**config.mk**
```make
export PLATFORM = sky130hd
export DESIGN_NAME = ripple_count_capture
export DESIGN_NICKNAME = d
export VERILOG_FILES = /design/src/rtl/ripple_count_capture_pkg.sv /design/src/rtl/ripple_count_capture_count_sync_filter.sv /design/src/rtl/ripple_count_capture.sv
export SDC_FILE = /design/constraint.sdc
export NUM_CORES = 1
export LEC_CHECK = 0
export BUFFER_PORTS_ARGS = -buffer_cell sky130_fd_sc_hd__clkbuf_2
export CORE_AREA = 2 2 68 134
export CTS_CLUSTER_SIZE = 14
export DETAILED_ROUTE_END_ITERATION = 10
export DIE_AREA = 0 0 70 136
export HOLD_SLACK_MARGIN = 0.15
export PLACE_DENSITY_LB_ADDON = 0.15
export SLEW_MARGIN = 10
export SYNTH_ARGS = -nofsm -noshare
export SYNTH_HDL_FRONTEND = slang
export SYNTH_SLANG_ARGS = --single-unit
export TNS_END_PERCENT = 100
```
**constraint.sdc**
```tcl
create_clock -name clk -period 3.8 [get_ports clk]
set_input_delay 0.57 -clock clk [delete_from_list [all_inputs] [get_ports clk]]
set_output_delay 0.57 -clock clk [all_outputs]
set_load 0.005 [all_outputs]
```
**src/rtl/ripple_count_capture_pkg.sv**
```systemverilog
// Shared definitions for the ripple counter capture block: FSM state
// encoding and default widths/filter depth.
package ripple_count_capture_pkg;

    localparam int CW_DEF       = 4;
    localparam int ACC_W_DEF    = 16;
    localparam int STABLE_N_DEF = 2;

    typedef enum logic [0:0] {
        ST_ACQ = 1'b0,
        ST_RUN = 1'b1
    } state_e;

endpackage : ripple_count_capture_pkg

```
**src/rtl/ripple_count_capture_count_sync_filter.sv**
```systemverilog
// Two-flop synchroniser for the raw ripple bus followed by a stability
// counter. The value is reported as settled once it has been seen unchanged
// for STABLE_N consecutive cycles, which hides the ripple transients.
module count_sync_filter #(
    parameter int CW       = 4,
    parameter int STABLE_N = 2
) (
    input  logic          clk,
    input  logic          rst,
    input  logic [CW-1:0] count_in,
    output logic          settled,
    output logic [CW-1:0] value
);

    localparam int SCW = $clog2(STABLE_N + 1);
    localparam logic [SCW-1:0] STAB_MAX = SCW'(STABLE_N);

    logic [CW-1:0]  s1_q, s1_d;
    logic [CW-1:0]  s2_q, s2_d;
    logic [SCW-1:0] stab_q, stab_d;

    // Next-state: shift the synchroniser and restart the count when s2 changes.
    always_comb begin
        s1_d   = count_in;
        s2_d   = s1_q;
        stab_d = stab_q;
        if (s1_q != s2_q) begin
            stab_d = SCW'(1);
        end else if (stab_q < STAB_MAX) begin
            stab_d = stab_q + SCW'(1);
        end
    end

    // Synchroniser and stability counter registers.
    always_ff @(posedge clk) begin
        if (rst) begin
            s1_q   <= '0;
            s2_q   <= '0;
            stab_q <= '0;
        end else begin
            s1_q   <= s1_d;
            s2_q   <= s2_d;
            stab_q <= stab_d;
        end
    end

    assign settled = (stab_q == STAB_MAX);
    assign value   = s2_q;

endmodule : count_sync_filter

```
**src/rtl/ripple_count_capture.sv**
```systemverilog
// Capture of an asynchronous 4-bit ripple counter: filters the synchronised
// bus, accumulates forward increments into a wide total, and publishes
// total/delta snapshots through a valid/ready handshake.
module ripple_count_capture
    import ripple_count_capture_pkg::*;
#(
    parameter int CW       = CW_DEF,
    parameter int ACC_W    = ACC_W_DEF,
    parameter int STABLE_N = STABLE_N_DEF
) (
    input  logic             clk,
    input  logic             rst,
    input  logic [CW-1:0]    count_in,
    input  logic             clr,
    output logic             out_valid,
    input  logic             out_ready,
    output logic [ACC_W-1:0] out_total,
    output logic [ACC_W-1:0] out_delta,
    output logic             overflow,
    output logic             locked
);

    // The counter only counts up, so an apparent decrease is a forward wrap;
    // the modular difference already gives the right increment.
    function automatic logic [ACC_W-1:0] mod_inc(input logic [CW-1:0] now_v,
                                                 input logic [CW-1:0] base_v);
        logic [CW-1:0] diff;
        diff = now_v - base_v;
        return ACC_W'(diff);
    endfunction

    logic          settled;
    logic [CW-1:0] value;

    count_sync_filter #(
        .CW       (CW),
        .STABLE_N (STABLE_N)
    ) u_filter (
        .clk      (clk),
        .rst      (rst),
        .count_in (count_in),
        .settled  (settled),
        .value    (value)
    );

    state_e           state_q, state_d;
    logic [CW-1:0]    base_q, base_d;
    logic             locked_q, locked_d;
    logic [ACC_W-1:0] acc_q, acc_d;
    logic [ACC_W-1:0] last_q, last_d;
    logic [ACC_W-1:0] total_q, total_d;
    logic [ACC_W-1:0] delta_q, delta_d;
    logic             valid_q, valid_d;
    logic             ovf_q, ovf_d;

    logic             do_acc;
    logic [ACC_W-1:0] inc;
    logic [ACC_W:0]   sum;

    // FSM, accumulator and report handshake next-state; clr overrides last.
    always_comb begin
        state_d  = state_q;
        base_d   = base_q;
        locked_d = locked_q;
        acc_d    = acc_q;
        last_d   = last_q;
        total_d  = total_q;
        delta_d  = delta_q;
        valid_d  = valid_q;
        ovf_d    = ovf_q;
        do_acc   = 1'b0;
        inc      = '0;

        case (state_q)
            ST_ACQ: begin
                // First settled sample becomes the baseline; nothing counted.
                if (settled) begin
                    base_d   = value;
                    locked_d = 1'b1;
                    state_d  = ST_RUN;
                end
            end
            ST_RUN: begin
                if (settled && (value != base_q)) begin
                    do_acc = 1'b1;
                    inc    = mod_inc(value, base_q);
                    base_d = value;
                end
            end
            default: state_d = ST_ACQ;
        endcase

        sum = {1'b0, acc_q} + {1'b0, inc};
        if (do_acc) begin
            acc_d = sum[ACC_W-1:0];
            if (sum[ACC_W]) begin
                ovf_d = 1'b1;
            end
        end

        // Acceptance retires the snapshot actually shown, not the live acc,
        // so increments landing on the accept edge show up in the next report.
        if (valid_q && out_ready) begin
            valid_d = 1'b0;
            last_d  = total_q;
        end else if (!valid_q && (acc_q != last_q)) begin
            total_d = acc_q;
            delta_d = acc_q - last_q;
            valid_d = 1'b1;
        end

        // Baseline and lock survive clr so counting resumes from the live value.
        if (clr) begin
            acc_d   = '0;
            last_d  = '0;
            total_d = '0;
            delta_d = '0;
            valid_d = 1'b0;
            ovf_d   = 1'b0;
        end
    end

    // State registers, all cleared by reset.
    always_ff @(posedge clk) begin
        if (rst) begin
            state_q  <= ST_ACQ;
            base_q   <= '0;
            locked_q <= 1'b0;
            acc_q    <= '0;
            last_q   <= '0;
            total_q  <= '0;
            delta_q  <= '0;
            valid_q  <= 1'b0;
            ovf_q    <= 1'b0;
        end else begin
            state_q  <= state_d;
            base_q   <= base_d;
            locked_q <= locked_d;
            acc_q    <= acc_d;
            last_q   <= last_d;
            total_q  <= total_d;
            delta_q  <= delta_d;
            valid_q  <= valid_d;
            ovf_q    <= ovf_d;
        end
    end

    assign out_valid = valid_q;
    assign out_total = total_q;
    assign out_delta = delta_q;
    assign overflow  = ovf_q;
    assign locked    = locked_q;

endmodule : ripple_count_capture
```
# --- After elaboration in Yosys (flattened, before gate mapping) ---
# Cells that the tools add are included.
word_totals:
  ff_bits: 82
  in_bits: 8
  output_inout_bits: 35
  elab_cells: 49
classes:
  n_addsub: 4
  magnitude_cmp: 1
  n_eq_ne: 6
  muxes: 11
  bitwise: 2
  n_reduce_logical: 12
op_table:
  columns: ["operator", "count"]
  rows:
  - ["$add A16 B16 Y17", 1]
  - ["$mux W4", 4]
  - ["$ne A16 B16 Y1", 1]
  - ["$sub A16 B16 Y16", 1]
  - ["$ne A4 B4 Y1", 2]
  - ["$pmux W4 S2", 1]
  - ["$reduce_and A2 Y1", 4]
  - ["$mux W1", 6]
  - ["$reduce_or A2 Y1", 2]
  - ["$sub A4 B4 Y4", 1]
  - ["$logic_and A1 B1 Y1", 3]
  - ["$reduce_or A3 Y1", 1]
  - ["$add A2 B1 Y2 const B", 1]
  - ["$eq A2 B2 Y1 const B", 1]
  - ["$lt A2 B2 Y1 const B", 1]
  - ["$ne A2 B1 Y1 const B", 1]
  - ["$ne A2 B2 Y1 const B", 1]
  - ["$not A1 Y1", 2]
  - ["$reduce_bool A2 Y1", 1]
  - ["$logic_not A1 Y1", 1]

# --- Depth between registers and ports, before layout ---
# Gate-level depths: netlist of run 1.
depth:
  depth_word: 6
  depth_mapped: 16
  ltp_nobuf: 15

# --- Hierarchy ---
# A second synthesis of run 1 with hierarchy kept.
unflattened:
  cells_unflattened: 500
  hier_area_um2: 4045.1
by_module_without_submodules:
  columns: ["mod", "instances", "cells_per_inst", "area_each_um2", "seq_area_each_um2"]
  rows:
  - ["ripple_count_capture", 1, 471, 3707.3, 1441.4]
  - ["count_sync_filter", 1, 29, 337.8, 200.2]

# --- Least setup slack after synthesis of run 1 ---
# OpenSTA, ideal clock, no wires.
synth_path:
  path_kind: "register to register"
  startpoint: "reg base_q[2]"
  endpoint: "reg acc_q[13]"
  setup_ns: 0.128
  t_arrival_ns: 2.784
  t_required_ns: 3.672
  path_slack_ns: 0.889
  stages_incl_launch_ff: 17
  path_buffers: 1
  synth_period_minus_slack_ns: 2.911
  path_cell_list: "dfxtp_1 inv_1 ha_1 nand3_1 o21a_1 nand2_1 clkbuf_1 inv_1 nand2_1 inv_1 ha_1 a21o_1 a21o_1 a21oi_1 nor4_1 xnor2_1 nor2_1"
synth_between:
  elab_chain_cells: 5
  word_cells_on_any_way: 8
  classes_between: "2 x add/sub; 1 x eq/ne; 4 x mux; 1 x reduce/logical"
synth_rtl:
  columns: ["item", "line_no", "source"]
  rows:
  - ["from (decl)", "ripple_count_capture.sv:47", "logic [CW-1:0] base_q, base_d;"]
  - ["from (signal assigned)", "ripple_count_capture.sv:137", "base_q <= base_d;"]
  - ["parallel branches: the longest is 5 deep, another holds $add A16 B16 Y17", null, null]
  - ["to (signal assigned)", "ripple_count_capture.sv:129", "acc_q <= '0;"]
  - ["to (signal assigned)", "ripple_count_capture.sv:139", "acc_q <= acc_d;"]
  - ["to (decl)", "ripple_count_capture.sv:49", "logic [ACC_W-1:0] acc_q, acc_d;"]
# Parallel ways; which one is timed is not known.
# A chain may end at the register's enable or synchronous reset.

# --- Final worst setup path of run 1 ---
layout_path:
  startpoint: "reg u_filter.s2_q[0] (netlist: u_filter.value[0])"
  endpoint: "reg acc_q[14]"
layout_between:
  elab_chain_cells: 5
  word_cells_on_any_way: 8
  classes_between: "2 x add/sub; 1 x eq/ne; 4 x mux; 1 x reduce/logical"
layout_rtl:
  columns: ["item", "line_no", "source"]
  rows:
  - ["from (decl)", "ripple_count_capture_count_sync_filter.sv:19", "logic [CW-1:0] s2_q, s2_d;"]
  - ["from (signal assigned)", "ripple_count_capture_count_sync_filter.sv:38", "s2_q <= '0;"]
  - ["from (signal assigned)", "ripple_count_capture_count_sync_filter.sv:42", "s2_q <= s2_d;"]
  - ["parallel branches: the longest is 5 deep, another holds $add A16 B16 Y17", null, null]
# Parallel ways; which one is timed is not known.

==> results.py, run 1 <==
metrics = {
    "synthesis": {
        "synth_compound_area_share_pct": 13.76,
        "ys_seq_elements": 82,
        "synth_warnings": 0,
        "ys_types": 43,
        "ys.flop_type": "dfxtp_1",
        "synthArstFlopShare_pct": 0,
        "synth-edff-count": 0,
        "synthXorXnorAreaFrac_pct": 6.180,
        "post-synth-top-count-cell": "nand2_1",
        "synth_top_area_share_pct": 39.94,
        "synth_area_um2": 4110,
        "synth_cells": 510,
        "ys_top_cells_by_area": "dfxtp_1 (40%), nand2_1 (8.6%), a21oi_1 (7.1%)",
        "synth_seq_area_share_pct": 39.94,
        "synth-simple-area-share_pct": 24.93,
        "yosys.area.top_type": "dfxtp_1",
        "syn_area_per_cell_um2": 8.059,
        "syn-num-nets": 544,
        "synth_top_family_by_area": "simple AND/OR/NAND/NOR gates",
        "muxShareOfSynthArea_pct": 1.705,
        "synth_commonest_cells": "nand2_1 (94), dfxtp_1 (82), a21oi_1 (58)",
        "synthAdderAreaFrac_pct": 8.463,
    },
    "die": {
        "num_rows": 48,
        "core_area_um2": 8528,
        "start_util_pct": 48.20,
        "die_w_um": 70,
        "ios": 43,
        "die_area_um2": 9520,
        "die_height_um": 136,
    },
    "grt": {
        "antenna_found_initial": 0,
        "grt_pass1_wl_mm": 15.64,
        "grt_pass1_vias": 3340,
        "top_usage_layer": "met2",
        "overflow": 0,
        "grt_max_degree": 33,
        "track_usage_pct": 21.12,
        "grt_util_met2_pct": 39.47,
        "met3_usage_pct": 3.558,
        "use_met1_pct": 21.89,
    },
    "clock_network": {
        "clkTransAtPathRegs_ns": 0.06,
        "cts.htree.levels": 3,
        "cts.sinks": 82,
        "root_buffer": "clkbuf_16",
        "cts.path.max_buffers": 2,
        "worstSkewPairLatency_ns": 0.34,
        "cts_hold_buffers": 0,
        "postCtsSetupBuffers": 0,
        "numCtsBuffers": 9,
        "cts_tree": "done",
        "post_cts_resized": 0,
    },
    "layout": {
        "final_layout_size_suffix_gt1_share_pct": 12.89,
        "finish.utilization_pct": 54.75,
        "nets": 580,
        "area_growth_pct": 13.61,
        "diodes": 0,
    },
    "detailed_routing": {
        "viasPerCell": 5.384,
        "ant_nets": 0,
        "routed_wl_mm": 9.652,
        "dr.pass1.iters": 5,
        "vias": 3505,
        "wl_per_cell_um": 14.83,
        "drc": 0,
        "first_iter_violations": 122,
    },
    "power_and_ir_drop": {
        "p_switching_mw": 0.3833,
        "comb_power_share_pct": 2.7,
        "switching_share_pct": 21.59,
        "p_per_area_nw_per_um2": 380.2,
        "p_seq_share_pct": 49.1,
        "clkPwrFrac_pct": 48.2,
        "internal_power_mw": 1.392,
        "peakVddDrop_uv": 333.9,
        "leakagePower_nw": 1.877,
    },
    "timing": {
        "fin_skew_ns": 0.007676,
        "worst_pin_slew_ns": 0.7497,
        "slew_viol_final": 0,
        "setup_tns_ns": 0,
        "setup_viol": 0,
        "finalHoldViolCount": 0,
        "slew_headroom_pct": 50.02,
        "period_share_pct": 86.56,
        "final.min_clock_period_ns": 3.289,
        "max_freq_mhz": 304.0,
        "rsz0062_at_grt": "false",
    },
    "setup_path": {
        "crit_required_ns": 4.01,
        "crit_chain": "inv_1, ha_1, nand3_1, o21a_1, nand2_1, nor2_1, ha_1, inv_1, fa_1, nor2b_1, o21ai_0, a21oi_1, and3_1, xnor2_1, nor2_1",
        "cp-end-kind": "flop",
        "startpoint_type": "flop",
        "slowest_delay_ns": 0.45,
        "critPathArrivalTime_ns": 3.50,
        "cp_slowest_cell": "a21oi_1",
        "critPathMaxFanout": 11,
        "critical_path_class": "reg -> reg",
    },
    "job": {
        "maxCapViolations": 0,
    },
    "placed_design": {
        "place.gp.congestion": 0.9089,
        "io_buffer_count": 42,
        "dp.final_hpwl_mm": 7.409,
    },
    "status": {
        "outcome": "finished clean",
    },
    "worst_hold_path": {
        "hold_class": "in -> reg",
    },
}
per-stage QoR:
| step | std cells | hold WS [ns] | area [um^2] | setup WS (ns) | total power [mW] |
|---|---|---|---|---|---|
| floorplan | 510 | 0.4363 | 4110 | 0.8889 | 0.9243 |
| global placement | 635 | 0.4408 | 4374 | 0.6702 | 0.9380 |
| detailed placement | 635 | 0.4465 | 4374 | 0.5353 | 0.9395 |
| CTS | 651 | 0.4467 | 4669 | 0.4798 | 1.794 |
| finish | 651 | 0.4483 | 4669 | 0.5109 | 1.775 |
| global route | 651 | 0.4550 | 4669 | 0.2207 | 1.822 |
power groups by stage:
| stage | Sequential [mW] | Combinational [mW] | Clock [mW] |
|---|---|---|---|
| final | 0.871 | 0.0479 | 0.856 |
| after CTS | 0.871 | 0.0490 | 0.873 |
| after floorplan | 0.890 | 0.0345 | 0 |
| after global placement | 0.890 | 0.0477 | 0 |
| after detailed placement | 0.891 | 0.0487 | 0 |
| after global routing | 0.872 | 0.0543 | 0.896 |
metal layers:
layer,wire (um),up-vias
met1,3754,1643
met2,5285,59
met5,0,-
met3,245,22
met4,366,0
li1,-,1781
worst paths after layout:
check / cells after the start / start / slack, ns / to
max: 15 / u_filter.value[0] / 0.51 / acc_q[14]
min: 2 / count_in[1] / 0.45 / u_filter.s1_q[1]
max reg2reg: 15 / u_filter.value[0] / 0.51 / acc_q[14]
min reg2reg: 2 / out_delta[5] / 0.45 / out_delta[5]
sequential cells by signal, summed over array words and instances, names as in the netlist:
| signal | flops |
|---|---|
| acc_q | 16 |
| locked | 1 |
| overflow | 1 |
| out_delta | 16 |
| u_filter.s1_q | 4 |
| base_q | 4 |
| u_filter.value | 4 |
| u_filter.stab_q | 2 |
| state_q | 1 |
| out_valid | 1 |
| out_total | 16 |
| last_q | 16 |
cell type report:
type	count	area, um^2
fill	830	3859
multi-input combinational	379	2262
sequential	82	1642
timing repair buffer	46	240.2
clock buffer	9	225.2
tap	100	125.1
inverter	28	105.1
clock inverter	7	70.07
cell families (layout without fill, tap and decap cells):
family / after synthesis / after routing
buffers and inverters: 49 / 90
and+or+nand+nor: 222 / 222
DFF: 82 / 82
muxes: 7 / 7
AOI/OAI and AO/OA: 95 / 95
xor gates and xnor gates: 29 / 29
adders and majority gates: 26 / 26
placed cells by master, fill, tap and decap left out, drive strengths merged, types with 5 or more instances in the layout:
master | netlist | final
clkbuf | 12 | 51
nor3 | 14 | 14
ha | 23 | 23
a21oi | 58 | 58
a21o | 6 | 6
o21ai | 11 | 11
dfxtp | 82 | 82
nand3 | 23 | 23
and3 | 10 | 10
xor2 | 6 | 6
inv | 28 | 28
o211ai | 7 | 7
mux2i | 7 | 7
xnor2 | 23 | 23
nand2 | 94 | 94
nand2b | 6 | 6
nor2b | 13 | 13
clkinv | 0 | 5
nor2 | 42 | 42
worst max-delay path, delay by kind of cell, from the launching register on:
| kind | cells | cell delay [ns] |
|---|---|---|
| AO/OA/AOI/OAI | 3 | 0.71 |
| flip-flops | 1 | 0.36 |
| adder cells (fa/ha/maj) | 3 | 0.86 |
| XOR/XNOR | 1 | 0.11 |
| buffers and inverters | 2 | 0.11 |
| AND/OR/NAND/NOR | 6 | 1.01 |
(Power assumes the default switching activity.)
==> run 2: changes to the inputs <==
--- a/config.mk
+++ b/config.mk
@@ -6,12 +6,14 @@
 export NUM_CORES = 1
 export LEC_CHECK = 0
 export BUFFER_PORTS_ARGS = -buffer_cell sky130_fd_sc_hd__clkbuf_2
+export CAP_MARGIN = 20
 export CORE_AREA = 2 2 68 134
 export CTS_CLUSTER_SIZE = 14
 export DETAILED_ROUTE_END_ITERATION = 10
 export DIE_AREA = 0 0 70 136
 export HOLD_SLACK_MARGIN = 0.15
 export PLACE_DENSITY_LB_ADDON = 0.15
+export REMOVE_ABC_BUFFERS = 1
 export SLEW_MARGIN = 10
 export SYNTH_ARGS = -nofsm -noshare
 export SYNTH_HDL_FRONTEND = slang
==> constraint.sdc (replaced) <==
create_clock -name clk -period 3.8 [get_ports clk]
set_input_delay 0.57 -clock clk [delete_from_list [all_inputs] [get_ports clk]]
set_output_delay 0.57 -clock clk [all_outputs]
set_load 0.01 [all_outputs]
==> results.py, run 2 (synthesized netlist as in run 1, its figures left out) <==
metrics = {
    "die": {
        "core_area_um2": 8528,
        "die_height_um": 136,
        "num_rows": 48,
        "start_util_pct": 48.20,
        "die_area_um2": 9520,
        "die_w_um": 70,
        "ios": 43,
    },
    "timing": {
        "worst_pin_slew_ns": 0.9621,
        "period_share_pct": 85.76,
        "hold_slack_ns": 0.4495,
        "slew_viol_final": 0,
        "final.min_clock_period_ns": 3.259,
        "setup_viol": 0,
        "fin_skew_ns": 0.006370,
        "rsz0062_at_grt": "false",
        "finalHoldViolCount": 0,
        "setup_tns_ns": 0,
        "slew_headroom_pct": 35.62,
        "max_freq_mhz": 306.9,
    },
    "clock_network": {
        "clkTransAtPathRegs_ns": 0.06,
        "cts.htree.levels": 3,
        "numCtsBuffers": 9,
        "cts_hold_buffers": 0,
        "worstSkewPairLatency_ns": 0.34,
        "cts_tree": "done",
        "cts.sinks": 82,
        "post_cts_resized": 0,
        "postCtsSetupBuffers": 0,
        "root_buffer": "clkbuf_16",
        "cts.path.max_buffers": 2,
    },
    "layout": {
        "final_area_um2": 4608,
        "layout_common_cells": "nand2_1 (94), dfxtp_1 (82), a21oi_1 (58)",
        "area_growth_pct": 12.12,
        "layout_commonest_cell": "nand2_1",
        "stdcell_count": 647,
        "diodes": 0,
        "fillers": 857,
        "final_layout_size_suffix_gt1_share_pct": 11.70,
        "nets": 579,
    },
    "setup_path": {
        "cp-end-kind": "flop",
        "critPathArrivalTime_ns": 3.45,
        "critical_path_class": "reg -> reg",
        "startpoint_type": "flop",
        "crit_required_ns": 3.99,
        "crit_family": "simple AND/OR/NAND/NOR gates",
        "crit_chain": "inv_1, ha_1, nand3_1, o21a_1, nand2_1, nor2_1, ha_1, inv_1, fa_1, nor2b_1, o21ai_0, a21oi_1, and3_1, xnor2_1, nor2_1",
        "cp_slowest_cell": "a21oi_1",
        "critPathMaxFanout": 11,
        "crit_buf_inv": 2,
        "slowest_delay_ns": 0.44,
    },
    "status": {
        "outcome": "finished clean",
    },
    "placed_design": {
        "dp.final_hpwl_mm": 6.938,
        "dp.cells": 634,
        "place.gp.congestion": 0.8749,
        "placed_area_um2": 4367,
        "io_buffer_count": 42,
    },
    "detailed_routing": {
        "drc": 0,
        "routed_wl_mm": 9.165,
        "ant_nets": 0,
        "first_iter_violations": 212,
        "viasPerCell": 5.301,
        "wl_per_cell_um": 14.17,
        "dr.pass1.iters": 4,
        "vias": 3430,
    },
    "power_and_ir_drop": {
        "clkPwrFrac_pct": 44.8,
        "internal_power_mw": 1.316,
        "p_switching_mw": 0.3511,
        "switching_share_pct": 21.06,
        "leakagePower_nw": 1.846,
        "peakVddDrop_uv": 247.5,
        "comb_power_share_pct": 2.9,
        "p_per_area_nw_per_um2": 361.8,
        "p_seq_share_pct": 52.3,
    },
    "grt": {
        "grt_pass1_vias": 3261,
        "overflow": 0,
        "grt_pass1_wl_mm": 15.36,
        "grt_max_degree": 47,
        "track_usage_pct": 20.61,
        "antenna_found_initial": 0,
    },
    "worst_hold_path": {
        "hold_class": "in -> reg",
    },
    "job": {
        "maxCapViolations": 0,
    },
}
## run 2: cell types whose count changed in the layout (fill, tap and decap cells not counted)
cell	delta
buf_4	-1
bufinv_16	-1
clkinv_4	-2
clkinv_2	-2
clkbuf_1	+3
clkinvlp_4	-1
## run 2: worst paths after layout
kind	slack [ns]	cells after the start	from	to
setup reg to reg	0.54	15	base_q[2]	acc_q[14]
setup / recovery	0.54	15	base_q[2]	acc_q[14]
hold reg to reg	0.45	2	out_delta[9]	out_delta[9]
hold / removal	0.45	2	count_in[3]	u_filter.s1_q[3]
## run 2: area by class of cell
class                           instances  area, um^2  share of cell area, %
Timing Repair Buffer                   45       232.7                  5.050
Tap cell                              100       125.1                  2.715
Inverter                               28       105.1                  2.281
Sequential cell                        82        1642                  35.62
Multi-Input combinational cell        379        2262                  49.09
Clock buffer                           12       236.5                  5.132
Clock inverter                          1       5.005                 0.1086
## run 2: stage by stage
stage / power, mW / util (%) / setup slack, ns
after floorplan: 0.9208 / - / 0.9492
after global placement: 0.9384 / 51.20 / 0.6396
after detailed placement: 0.9399 / 51.20 / 0.5344
after CTS: 1.692 / 54.03 / 0.5040
after global routing: 1.726 / 54.03 / 0.1907
final: 1.667 / 54.03 / 0.5411
## run 2: metal layers
layer	track usage, %	vias to the layer above	wire length [um]	part of all wire (%)
met1	21.83	1553	3541	39
met3	3.632	22	242	2.6
met2	38.31	68	5030	55
met5	0	-	0	0
li1	-	1787	-	-
met4	10.47	0	351	3.8
## run 2: power by group through the flow
stage | clock network (mW) | registers [mW] | logic, mW
2_1_floorplan | 0 | 0.890 | 0.0309
3_5_place_dp | 0 | 0.891 | 0.0491
6_report | 0.747 | 0.872 | 0.0481
5_1_grt | 0.799 | 0.872 | 0.0545
3_3_place_gp | 0 | 0.891 | 0.0479
4_1_cts | 0.771 | 0.872 | 0.0493
## run 2: worst reg2reg max path, cell delays in order, from the launching register on
cell and delay, ns:
dfxtp_1 0.32, inv_1 0.04, ha_1 0.33, nand3_1 0.14
o21a_1 0.14, nand2_1 0.21, nor2_1 0.17, ha_1 0.18
inv_1 0.06, fa_1 0.37, nor2b_1 0.17, o21ai_0 0.12
a21oi_1 0.44, and3_1 0.24, xnor2_1 0.12, nor2_1 0.05
